===== config.mk =====
export PLATFORM = sky130hd
export DESIGN_NAME = phase_accumulator_bank_flat
export DESIGN_NICKNAME = d
export VERILOG_FILES = /design/src/rtl/synth_pkg.sv /design/src/rtl/phase_accumulator_bank_if.sv /design/src/rtl/phase_accumulator_bank.sv /design/src/flat_wrapper.sv
export SDC_FILE = /design/constraint.sdc
export NUM_CORES = 1
export LEC_CHECK = 0
export CAP_MARGIN = 30
export CORE_MARGIN = 8
export CORE_UTILIZATION = 40
export DETAILED_ROUTE_END_ITERATION = 16
export GPL_TIMING_DRIVEN = 0
export PLACE_DENSITY = 0.73
export SYNTH_ARGS = -nofsm -noshare
export SYNTH_HDL_FRONTEND = slang
export SYNTH_SLANG_ARGS = --single-unit

===== constraint.sdc =====
create_clock -name clk_in -period 6 [get_ports clk_in]
set_input_delay 0.9 -clock clk_in [delete_from_list [all_inputs] [get_ports clk_in]]
set_output_delay 0.9 -clock clk_in [all_outputs]
set_load 0.005 [all_outputs]

===== src/rtl/synth_pkg.sv =====
`default_nettype none
// ============================================================================
// Module : synth_pkg
// Shared sizes, index/phase types and phase-accumulator FSM states.
// Rev    : 1.0
// ============================================================================
package synth_pkg;

    localparam int NUM_VOICES  = 8;
    localparam int PHASE_WIDTH = 32;
    localparam int VOICE_W     = $clog2(NUM_VOICES);

    typedef logic [VOICE_W-1:0]     voice_idx_t;
    typedef logic [PHASE_WIDTH-1:0] phase_t;

    typedef enum logic [1:0] {
        IDLE  = 2'd0,
        SWEEP = 2'd1,
        DONE  = 2'd2
    } pa_state_t;

    // Indices wider than the voice array are legal on the port and must be dropped.
    function automatic logic voice_in_range(input voice_idx_t v);
        return int'(v) < NUM_VOICES;
    endfunction

endpackage
`default_nettype wire


===== src/rtl/phase_accumulator_bank_if.sv =====
`default_nettype none
// ============================================================================
// Module : phase_accumulator_bank_if
// Note on/off command channel (valid/ready) into the phase accumulator bank.
// Rev    : 1.0
// ============================================================================
interface phase_accumulator_bank_if;
    import synth_pkg::*;

    logic       cmd_valid_in;
    logic       cmd_ready_out;
    voice_idx_t cmd_voice_in;
    logic       cmd_on_in;
    phase_t     cmd_incr_in;

    modport master (
        output cmd_valid_in,
        output cmd_voice_in,
        output cmd_on_in,
        output cmd_incr_in,
        input  cmd_ready_out
    );

    modport slave (
        input  cmd_valid_in,
        input  cmd_voice_in,
        input  cmd_on_in,
        input  cmd_incr_in,
        output cmd_ready_out
    );

endinterface
`default_nettype wire


===== src/rtl/phase_accumulator_bank.sv =====
`default_nettype none
// ============================================================================
// Module : phase_accumulator_bank
// Per-voice phase accumulators swept once per sample tick through one shared adder.
// Rev    : 1.0
// ============================================================================
module phase_accumulator_bank
    import synth_pkg::*;
(
    input  wire logic                  clk_in,
    input  wire logic                  rst_in,
    input  wire logic                  sample_tick_in,
    phase_accumulator_bank_if.slave    cmd,
    output phase_t                     phase_out [NUM_VOICES-1:0],
    output logic [NUM_VOICES-1:0]      gate_out,
    output logic                       phase_valid_out,
    output logic                       busy_out,
    output logic                       overrun_out,
    input  wire logic                  overrun_clr_in
);

    localparam voice_idx_t LAST_VOICE = voice_idx_t'(NUM_VOICES - 1);

    pa_state_t             state_q,   state_d;
    voice_idx_t            voice_q,   voice_d;
    phase_t                phase_q   [NUM_VOICES-1:0];
    phase_t                phase_d   [NUM_VOICES-1:0];
    phase_t                incr_q    [NUM_VOICES-1:0];
    phase_t                incr_d    [NUM_VOICES-1:0];
    logic [NUM_VOICES-1:0] gate_q,    gate_d;
    logic                  overrun_q, overrun_d;

    logic   cmd_ready;
    logic   cmd_fire;
    phase_t sweep_sum;

    // A tick in IDLE wins over a waiting command, which keeps the command
    // write and the sweep write in disjoint cycles.
    assign cmd_ready         = (state_q == IDLE) && !sample_tick_in;
    assign cmd_fire          = cmd.cmd_valid_in && cmd_ready;
    assign cmd.cmd_ready_out = cmd_ready;

    assign sweep_sum = phase_q[voice_q] + incr_q[voice_q];

    always_comb begin
        state_d   = state_q;
        voice_d   = voice_q;
        phase_d   = phase_q;
        incr_d    = incr_q;
        gate_d    = gate_q;
        overrun_d = overrun_q;

        if (sample_tick_in && (state_q != IDLE)) begin
            overrun_d = 1'b1;
        end else if (overrun_clr_in) begin
            overrun_d = 1'b0;
        end

        case (state_q)
            IDLE: begin
                if (sample_tick_in) begin
                    state_d = SWEEP;
                    voice_d = '0;
                end else if (cmd_fire && voice_in_range(cmd.cmd_voice_in)) begin
                    if (cmd.cmd_on_in) begin
                        gate_d[cmd.cmd_voice_in]  = 1'b1;
                        incr_d[cmd.cmd_voice_in]  = cmd.cmd_incr_in;
                        phase_d[cmd.cmd_voice_in] = '0;
                    end else begin
                        gate_d[cmd.cmd_voice_in]  = 1'b0;
                    end
                end
            end
            SWEEP: begin
                if (gate_q[voice_q]) begin
                    phase_d[voice_q] = sweep_sum;
                end
                if (voice_q == LAST_VOICE) begin
                    state_d = DONE;
                end
                voice_d = voice_q + voice_idx_t'(1);
            end
            DONE: begin
                state_d = IDLE;
            end
            default: begin
                state_d = IDLE;
            end
        endcase
    end

    always_ff @(posedge clk_in) begin
        if (!rst_in) begin
            state_q   <= IDLE;
            voice_q   <= '0;
            gate_q    <= '0;
            overrun_q <= 1'b0;
            for (int i = 0; i < NUM_VOICES; i++) begin
                phase_q[i] <= '0;
                incr_q[i]  <= '0;
            end
        end else begin
            state_q   <= state_d;
            voice_q   <= voice_d;
            gate_q    <= gate_d;
            overrun_q <= overrun_d;
            phase_q   <= phase_d;
            incr_q    <= incr_d;
        end
    end

    assign phase_out       = phase_q;
    assign gate_out        = gate_q;
    assign phase_valid_out = (state_q == DONE);
    assign busy_out        = (state_q != IDLE);
    assign overrun_out     = overrun_q;

endmodule
`default_nettype wire


===== src/flat_wrapper.sv =====
// flat-port wrapper written by rule: the top's interface ports become plain ports
module phase_accumulator_bank_flat import synth_pkg::*;
  (clk_in, rst_in, sample_tick_in, phase_out, gate_out, phase_valid_out, busy_out, overrun_out, overrun_clr_in, cmd_cmd_valid_in, cmd_cmd_voice_in, cmd_cmd_on_in, cmd_cmd_incr_in, cmd_cmd_ready_out);
  phase_accumulator_bank_if cmd_i ();
  input  wire logic clk_in;
  input  wire logic rst_in;
  input  wire logic sample_tick_in;
  output phase_t phase_out[NUM_VOICES-1:0];
  output logic [NUM_VOICES-1:0] gate_out;
  output logic phase_valid_out;
  output logic busy_out;
  output logic overrun_out;
  input  wire logic overrun_clr_in;
  input wire logic [$bits(cmd_i.cmd_valid_in)-1:0] cmd_cmd_valid_in;
  input wire logic [$bits(cmd_i.cmd_voice_in)-1:0] cmd_cmd_voice_in;
  input wire logic [$bits(cmd_i.cmd_on_in)-1:0] cmd_cmd_on_in;
  input wire logic [$bits(cmd_i.cmd_incr_in)-1:0] cmd_cmd_incr_in;
  output wire logic [$bits(cmd_i.cmd_ready_out)-1:0] cmd_cmd_ready_out;
  assign cmd_i.cmd_valid_in = cmd_cmd_valid_in;
  assign cmd_i.cmd_voice_in = cmd_cmd_voice_in;
  assign cmd_i.cmd_on_in = cmd_cmd_on_in;
  assign cmd_i.cmd_incr_in = cmd_cmd_incr_in;
  assign cmd_cmd_ready_out = cmd_i.cmd_ready_out;
  phase_accumulator_bank u_core (.clk_in(clk_in), .rst_in(rst_in), .sample_tick_in(sample_tick_in), .cmd(cmd_i), .phase_out(phase_out), .gate_out(gate_out), .phase_valid_out(phase_valid_out), .busy_out(busy_out), .overrun_out(overrun_out), .overrun_clr_in(overrun_clr_in));
endmodule

Word level (Yosys, flattened, before mapping). Cells that the tools add are included.

Logic and storage cells: 83. Input port bits: 41. Output and inout port bits: 268. Register bits: 526.

Eq/ne operators: 9. $lt $le $gt $ge: 4. Bitwise gates (word level): 6. Reductions and logical operators: 15. Add/subtract/negate cells: 2. Muxes and demuxes: 27.

Operators by type and width (count): two-way mux 256 bit (4); bitwise mux 256 bit (2); one-hot mux 256 bit (2 select lines) (1); bitwise AND 256 bit (1); NOT 256 bit (1); binary-select mux 32 bit (select 3 bit) (2); demux 32 bit (select 3 bit) (2); two-way mux 32 bit (4); adder 32 bit (1); bitwise AND 8 bit (1); < comparator 3 x 4 -> 1 bit (second input constant) (2); two-way mux 8 bit (1); NOT 8 bit (1); OR 8 bit (1); >= comparator 3 x 1 -> 1 bit (second input constant) (2); inequality test 2 x 1 -> 1 bit (second input constant) (3); inequality test 2 bit (second input constant) (3); one-hot mux 3 bit (2 select lines) (1); nonzero test 2 bit (3); logical AND 1 bit (5); AND reduction 5 bit (1); two-way mux 1 bit (4); two-way mux 2 bit (2); one-hot mux 2 bit (2 select lines) (1); other kinds (13) (14).

Longest topological paths before layout. Gate-level depths: netlist (run 1).

Depth after elaboration: 10. Depth in mapped cells: 18. Mapped depth without buffers: 15.

Worst setup path after synthesis (run 1). No wires, ideal clock.

Path kind: reg2reg. Start: register u_core.voice_q[2]. End: register u_core.phase_q (netlist bit u_core.phase_out[120]). Required time: 5.855 ns. Buffers on the path: 4. Slack: 1.760 ns. Stages on the path, launching flop included: 19. Library setup time: 0.145 ns. Period minus slack after synthesis: 4.240 ns. Arrival: 4.095 ns. Path through: dfxtp_1 > buf_2 > and3b_1 > clkbuf_1 > clkbuf_1 > buf_1 > a22oi_1 > nand4_1 > ha_1 > inv_1 > fa_1 > nor2b_1 > o2111ai_1 > a21oi_1 > o2111ai_1 > a211oi_1 > nor4_1 > a311oi_1 > o21ai_0.

Cells in the longest elaborated chain, start to end: 7. Elaborated cells on any way between the ends: 17. Classes of those cells: add/sub: 1; order compare: 2; eq/ne: 1; mux: 11; reduce/logical: 2.

RTL lines: start: declaration (line phase_accumulator_bank.sv:25) `voice_idx_t voice_q, voice_d;`; start signal: assignment (line phase_accumulator_bank.sv:104) `voice_q <= voice_d;`; parallel branches: the longest is 7 deep, another holds adder 32 bit; end signal: assignment (line phase_accumulator_bank.sv:107) `phase_q <= phase_d;`; end: declaration (line phase_accumulator_bank.sv:26) `phase_t phase_q [NUM_VOICES-1:0];`.

Parallel ways; which one is timed is not known. The select of a mux whose other input is x is not followed. A chain may end at the register's enable or synchronous reset.

Final worst setup path (run 1).
Start: register u_core.voice_q[2]. End: register u_core.phase_q (netlist bit u_core.phase_out[146]).

The elaborated chain is that of the path after synthesis.

==> out/metrics.yaml, run 1 <==
min_period_ps: 6063
post-dp-hpwl_mm: 88.51
hold_path.class: "flop to flop"
drt_iter0_drc: 3813
crit_family: "buffers and inverters"
cp.arrival_ps: 6540
ys_seq_area_frac: 0.4624
finalCritPeriodShare: 1.010
p_sw_frac: 0.2465
yosys.cell_count.top_type: "nand2_1"
final_util: 0.5132
routed_wl_mm: 120.3
drv_cap: 0
synth_simple_gate_area_frac: 0.1928
grt_overflow: 0
violations: "negative setup slack"
clk_path_buf_depth: 3
switching_power_mw: 1.805
crit_buf_inv: 5
portBuffers: 274
fmax_mhz: 164.9
grt_pass1_vias: 23550
p_seq_frac: 0.480
status: "finished with violations"
rr_startpoint: "u_core.voice_q[2]"
critPathSlowestCell: "clkbuf_2"
dieArea_mm2: 0.06482
slowest_delay_ps: 720
preCtsSetupSlack_ps: -819.9
syn_area_per_cell_um2: 8.019
cts_setup_buffers: 0
via_per_inst: 6.338
worst_slew_pin_slew_ps: 1128
critPathMaxFanout: 19
ant_nets: 0
crit_start: "u_core.voice_q[2]"
yosys.area_share.adder: 0.01901
clk_latency_ps: 650
async_flop_share: 0
antenna_found_initial: 12
drtPass1Iterations: 8
grt_max_degree: 20
p_int_mw: 5.517
cp-start-kind: "flop"
clock_skew_ps: 33.32
rsz0062_at_grt: "false"
cts_tree: "done"
drc: 0
worstSetupPathType: "flop to flop"
synth_edf_count: 0
clock_sink_count: 526
num_io_pins: 309
ff2ff_path_depth: 18
cts_root_buf: "clkbuf_16"
netlist_instances: 2840
crit_path_end: "u_core.phase_out[146]"
synth-xor-area-share: 0.01033
numCtsBuffers: 53
cp-end-kind: "flop"
syn_nets: 2915
yosysWarnings: 0
grt_use_total: 0.3530
synth_top_cell_area_share: 0.4624
hold_viol: 0
clkTransAtPathRegs_ps: 70
start_util: 0.4039
r2r-end: "u_core.phase_out[146]"
r2r_setup_slack_ps: -60
synthMuxAreaShare: 0.002363
setup_viol: 16
final-max-slew-violation-count: 0
combPwrFrac: 0.051
synth_seq_cells: 526
netlist_area_mm2: 0.02277
cp_num_cells: 18
gp_congestion: 1.080
leakage_nw: 9.756
core_mm2: 0.05639
yosysUniqueCellTypes: 68
layout.nets: 3288
cp.required_ps: 6480
dieHeight_um: 254.6
drive_gt1_frac: 0.06728
detail_route.wl_per_cell_um: 29.98
vdd_drop_max_v: 0.0002223
fin_ws_ps: -62.55
synthTopCellsByCount: "673 x nand2_1, 526 x dfxtp_1, 387 x a22oi_1"
pwr-share-clk: 0.470
synth_top_family_by_area: "compound AO/OA/AOI/OAI gates"
synth-compound-area-share: 0.2635
num_vias: 25439
crit_chain: "buf_2, and3b_1, clkbuf_2, buf_1, buf_8, a22oi_1, nand4_1, ha_1, inv_1, fa_1, nor2b_1, o2111ai_1, a21oi_1, o211a_1, or2_4, a311oi_1, xor2_1, o21ai_0"
synthToLayoutAreaGrowth_pct: 27.08
ys_top_cells_by_area: "dfxtp_1 46%, a22oi_1 13%, nand2_1 11%"
synth_top_cell_by_area: "dfxtp_1"
rows: 87
power_mw: 7.321
slew_headroom: 0.2478
power_density_mw_per_mm2: 253.0
h-tree-depth: 2
synth_ff_type: "dfxtp_1"
grt_pass1_wl_mm: 167.1
die_w_um: 254.6
power groups by stage:
stage | Combinational (mW) | Sequential, mW | Clock [mW]
after floorplan | 0.160 | 3.59 | 0
after global placement | 0.315 | 3.59 | 0
after detailed placement | 0.342 | 3.59 | 0
after CTS | 0.344 | 3.51 | 3.40
after global routing | 0.370 | 3.51 | 3.54
final | 0.372 | 3.51 | 3.44
worst min-delay path, stage by stage, from the launching register on:
cell,delay [ps]
dfxtp_1,310
nand2_1,50
a21oi_1,50
final cells by class:
cell class	instances	area [µm²]
clock inverter	21	215.2
sequential	526	10530
buffer	256	1085
fill	5429	27450
multi-input combinational	2042	11140
inverter	15	56.30
clock buffer	76	1525
tap	756	945.9
antenna	3	7.507
timing repair buffer	319	3440
kinds of logic (layout without fill, tap and decap cells):
kind of cell,after synthesis,after routing
AO/OA/AOI/OAI,926,926
XOR/XNOR,26,26
multiplexers,5,5
AND/OR/NAND/NOR,1051,1051
flip-flops,526,526
adder cells (fa/ha/maj),34,34
buffers and inverters,272,687
other,0,3
how the worst min path moves through the flow:
stage / depth (start not counted) / start / to
finish: 2 / u_core.incr_q[228] / u_core.incr_q[228]
global route: 2 / u_core.incr_q[206] / u_core.incr_q[206]
CTS: 2 / u_core.incr_q[52] / u_core.incr_q[52]
detailed placement: 2 / u_core.incr_q[201] / u_core.incr_q[201]
global placement: 2 / u_core.incr_q[52] / u_core.incr_q[52]
floorplan: 2 / u_core.incr_q[0] / u_core.incr_q[0]
per-stage QoR:
stage	area [µm²]	TNS, ps	hold slack, ps	cells
floorplan	22770	0	436.0	2840
detailed placement	27150	-31010	446.0	3914
global route	28930	0	468.3	4011
CTS	28900	0	454.2	4010
global placement	26460	-101740	441.1	3870
finish	28940	-602.9	453.5	4014
registers in the layout (all words and copies together), names as in the netlist, named ones only:
signal and count:
u_core.state_q 2, u_core.incr_q 256, u_core.voice_q 3, u_core.overrun_out 1, u_core.phase_out 256
routing by layer:
metal | track usage | part of all wire | vias up
li1 | - | - | 10826
met1 | 0.4033 | 0.34 | 11907
met2 | 0.5260 | 0.42 | 2072
met3 | 0.1446 | 0.15 | 614
met4 | 0.2649 | 0.092 | 20
met5 | 0 | 0.0014 | -
layout by cell type (no fill, tap or decap), drive strengths merged, types with 6 or more instances in the layout:
cell and n:
ha 33, a221oi 9, clkinv 14, o311ai 12, buf 88, xnor2 14
and2 10, nand2 673, xor2 12, a22oi 387, nand2b 11, clkdlybuf4s50 274
a21oi 327, a22o 13, nor2 190, a21o 16, nand4 75, nor2b 9
dfxtp 526, inv 17, nand3 38, o21ai 112, clkbuf 288, o21bai 6
and3 13, nor3 13
what timing repair did:
item,in CTS,in global routing
hold buffers,0,0
gates cloned,0,0
gates resized for setup,5,8
endpoints found under the setup margin,123,63
Note: power is estimated with default switching activity, not from simulation.
==> run 2, diff against run 1 <==
- PLACE_DENSITY: 0.73 -> 0.58
==> run 2 against run 1 <==
Effect of this change:
- the flow now finishes without violations
- final cell count increased by 0.17%
- total power rose by 2.8%
- combinational power grew 1%
- clock skew is 4.5 ps lower
- critical path type unchanged
==> out/metrics.yaml, run 2 (synthesis results as in run 1) <==
status: "finished, final reports clean"  # was finished with violations
hold_path.class: "flop to flop"  # unchanged
cp.required_ps: 6510  # was 6480 ps
finalCritPeriodShare: 0.9944  # was 1.010
cts_tree: "done"  # unchanged
cp-start-kind: "flop"  # unchanged
slowest_delay_ps: 820  # was 720 ps
drtPass1Iterations: 6  # was 8
routed_wl_mm: 127.2  # was 120.3 mm
clkTransAtPathRegs_ps: 60  # was 70 ps
clock_sink_count: 526  # unchanged
worst_slew_pin_slew_ps: 1105  # was 1128 ps
r2r_setup_slack_ps: 30  # was -60 ps
final-max-slew-violation-count: 0  # unchanged
h-tree-depth: 2  # unchanged
drv_cap: 0  # unchanged
rows: 87  # unchanged
grt_pass1_wl_mm: 175.6  # was 167.1 mm
leakage_nw: 9.881  # was 9.756 nW
clock_skew_ps: 28.80  # was 33.32 ps
cp.arrival_ps: 6480  # was 6540 ps
drive_gt1_frac: 0.07143  # was 0.06728
grt_pass1_vias: 23564  # was 23,550
die_w_um: 254.6  # unchanged
grt_overflow: 0  # unchanged
holdBufCountCts: 0  # unchanged
layout_common_cells: "673 x nand2_1, 526 x dfxtp_1, 387 x a22oi_1"  # unchanged
power_density_mw_per_mm2: 258.0  # was 253.0 mW/mm²
grt_use_total: 0.3755  # was 0.3530
clk_latency_ps: 640  # was 650 ps
fmax_mhz: 167.6  # was 164.9 MHz
crit_chain: "nor2b_1, and2_1, clkbuf_1, buf_1, a22oi_1, nand4_1, ha_1, inv_1, fa_1, nor2b_1, o2111ai_1, a21oi_1, o2111ai_1, a211oi_1, nor4_1, a311oi_1, buf_4, o21ai_0"  # was buf_2, and3b_1, clkbuf_2, buf_1, buf_8, a22oi_1, nand4_1, ha_1, inv_1, fa_1, nor2b_1, o2111ai_1, a21oi_1, o211a_1, or2_4, a311oi_1, xor2_1, o21ai_0
layout.nets: 3295  # was 3,288
min_period_ps: 5967  # was 6063 ps
portBuffers: 274  # unchanged
post-dp-hpwl_mm: 96.26  # was 88.51 mm
dieHeight_um: 254.6  # unchanged
slew_headroom: 0.2636  # was 0.2478
antenna_found_initial: 7  # was 12
cp-end-kind: "flop"  # unchanged
synthToLayoutAreaGrowth_pct: 28.10  # was 27.08%
grt_max_degree: 17  # was 20
num_io_pins: 309  # unchanged
start_util: 0.4039  # unchanged
drt_iter0_drc: 3476  # was 3,813
critPathSlowestCell: "buf_1"  # was clkbuf_2
finalInstanceArea_mm2: 0.02917  # was 0.02894 mm²
setup_viol: 0  # was 16
num_vias: 25151  # was 25,439
vdd_drop_max_v: 0.0002237  # was 0.0002223 V
clk_path_buf_depth: 3  # unchanged
via_per_inst: 6.255  # was 6.338
cts_root_buf: "clkbuf_16"  # unchanged
dieArea_mm2: 0.06482  # unchanged
numCtsBuffers: 58  # was 53
detail_route.wl_per_cell_um: 31.63  # was 29.98 µm
ant_nets: 0  # unchanged
core_mm2: 0.05639  # unchanged
worstSetupPathType: "flop to flop"  # unchanged
dpl-instance-area_mm2: 0.02721  # was 0.02715 mm²
gp_congestion: 1.037  # was 1.080
hold_viol: 0  # unchanged
critPathMaxFanout: 10  # was 19
holdWs_ps: 455.2  # was 453.5 ps
drc: 0  # unchanged
crit_buf_inv: 4  # was 5
mostFrequentLayoutCell: "nand2_1"  # unchanged
crit_family: "compound AO/OA/AOI/OAI gates"  # was buffers and inverters
rsz0062_at_grt: "false"  # unchanged
[run 2: power by group]
group          internal [mW]  switching, mW  total (mW)  leakage (nW)
clock network           2.08           1.56        3.64         0.941
logic                 0.0785          0.298       0.377          4.70
registers               3.50        0.00805        3.51          4.24
[run 2: repair_timing]
item,4_1_cts,5_1_grt
setup endpoints to repair,141,84
setup buffers,0,0
gates resized for setup,5,13
pin swaps,0,0
[run 2: area by class of cell]
| type | instances | area (µm²) |
|---|---|---|
| antenna | 3 | 7.507 |
| buffer | 256 | 1082 |
| inverter | 15 | 56.30 |
| clock buffer | 84 | 1689 |
| sequential | 526 | 10530 |
| timing repair buffer | 321 | 3496 |
| clock inverter | 18 | 226.5 |
| tap | 756 | 945.9 |
| fill | 5461 | 27210 |
| multi-input combinational | 2042 | 11140 |
[run 2: path summary, 6_finish.rpt]
kind                     startpoint  cells past startpoint                    to
setup / recovery  u_core.voice_q[1]                     18  u_core.phase_out[24]
hold / removal    u_core.incr_q[42]                      2     u_core.incr_q[42]
setup reg to reg  u_core.voice_q[1]                     18  u_core.phase_out[24]
hold reg to reg   u_core.incr_q[42]                      2     u_core.incr_q[42]
[run 2: routing by layer]
| layer | GRT usage | part of all wire | up-vias |
|---|---|---|---|
| li1 | - | - | 10839 |
| met4 | 0.1994 | 0.062 | 8 |
| met5 | 0 | 0.00043 | - |
| met2 | 0.5988 | 0.45 | 1765 |
| met1 | 0.4700 | 0.38 | 12138 |
| met3 | 0.08721 | 0.11 | 401 |
[run 2: worst register-to-register path: cells and delay by family, from the launching register on]
family,cells,cell delay (ps)
compound gates,7,1970
flops,1,480
buf+inv,4,1720
fa+ha+maj,2,670
simple gates,5,1000
[run 2: per-stage QoR]
step	total power, mW	setup WS, ps	TNS, ps	utilization	std cells
3_5_place_dp	3.947	-579.5	-38850	0.4826	3917
6_report	7.525	33.33	0	0.5174	4021
3_3_place_gp	3.915	-1506	-131900	0.4693	3870
2_1_floorplan	3.746	1760	0	-	2840
4_1_cts	7.488	7.468	0	0.5168	4019
5_1_grt	7.650	21.16	0	0.5172	4018
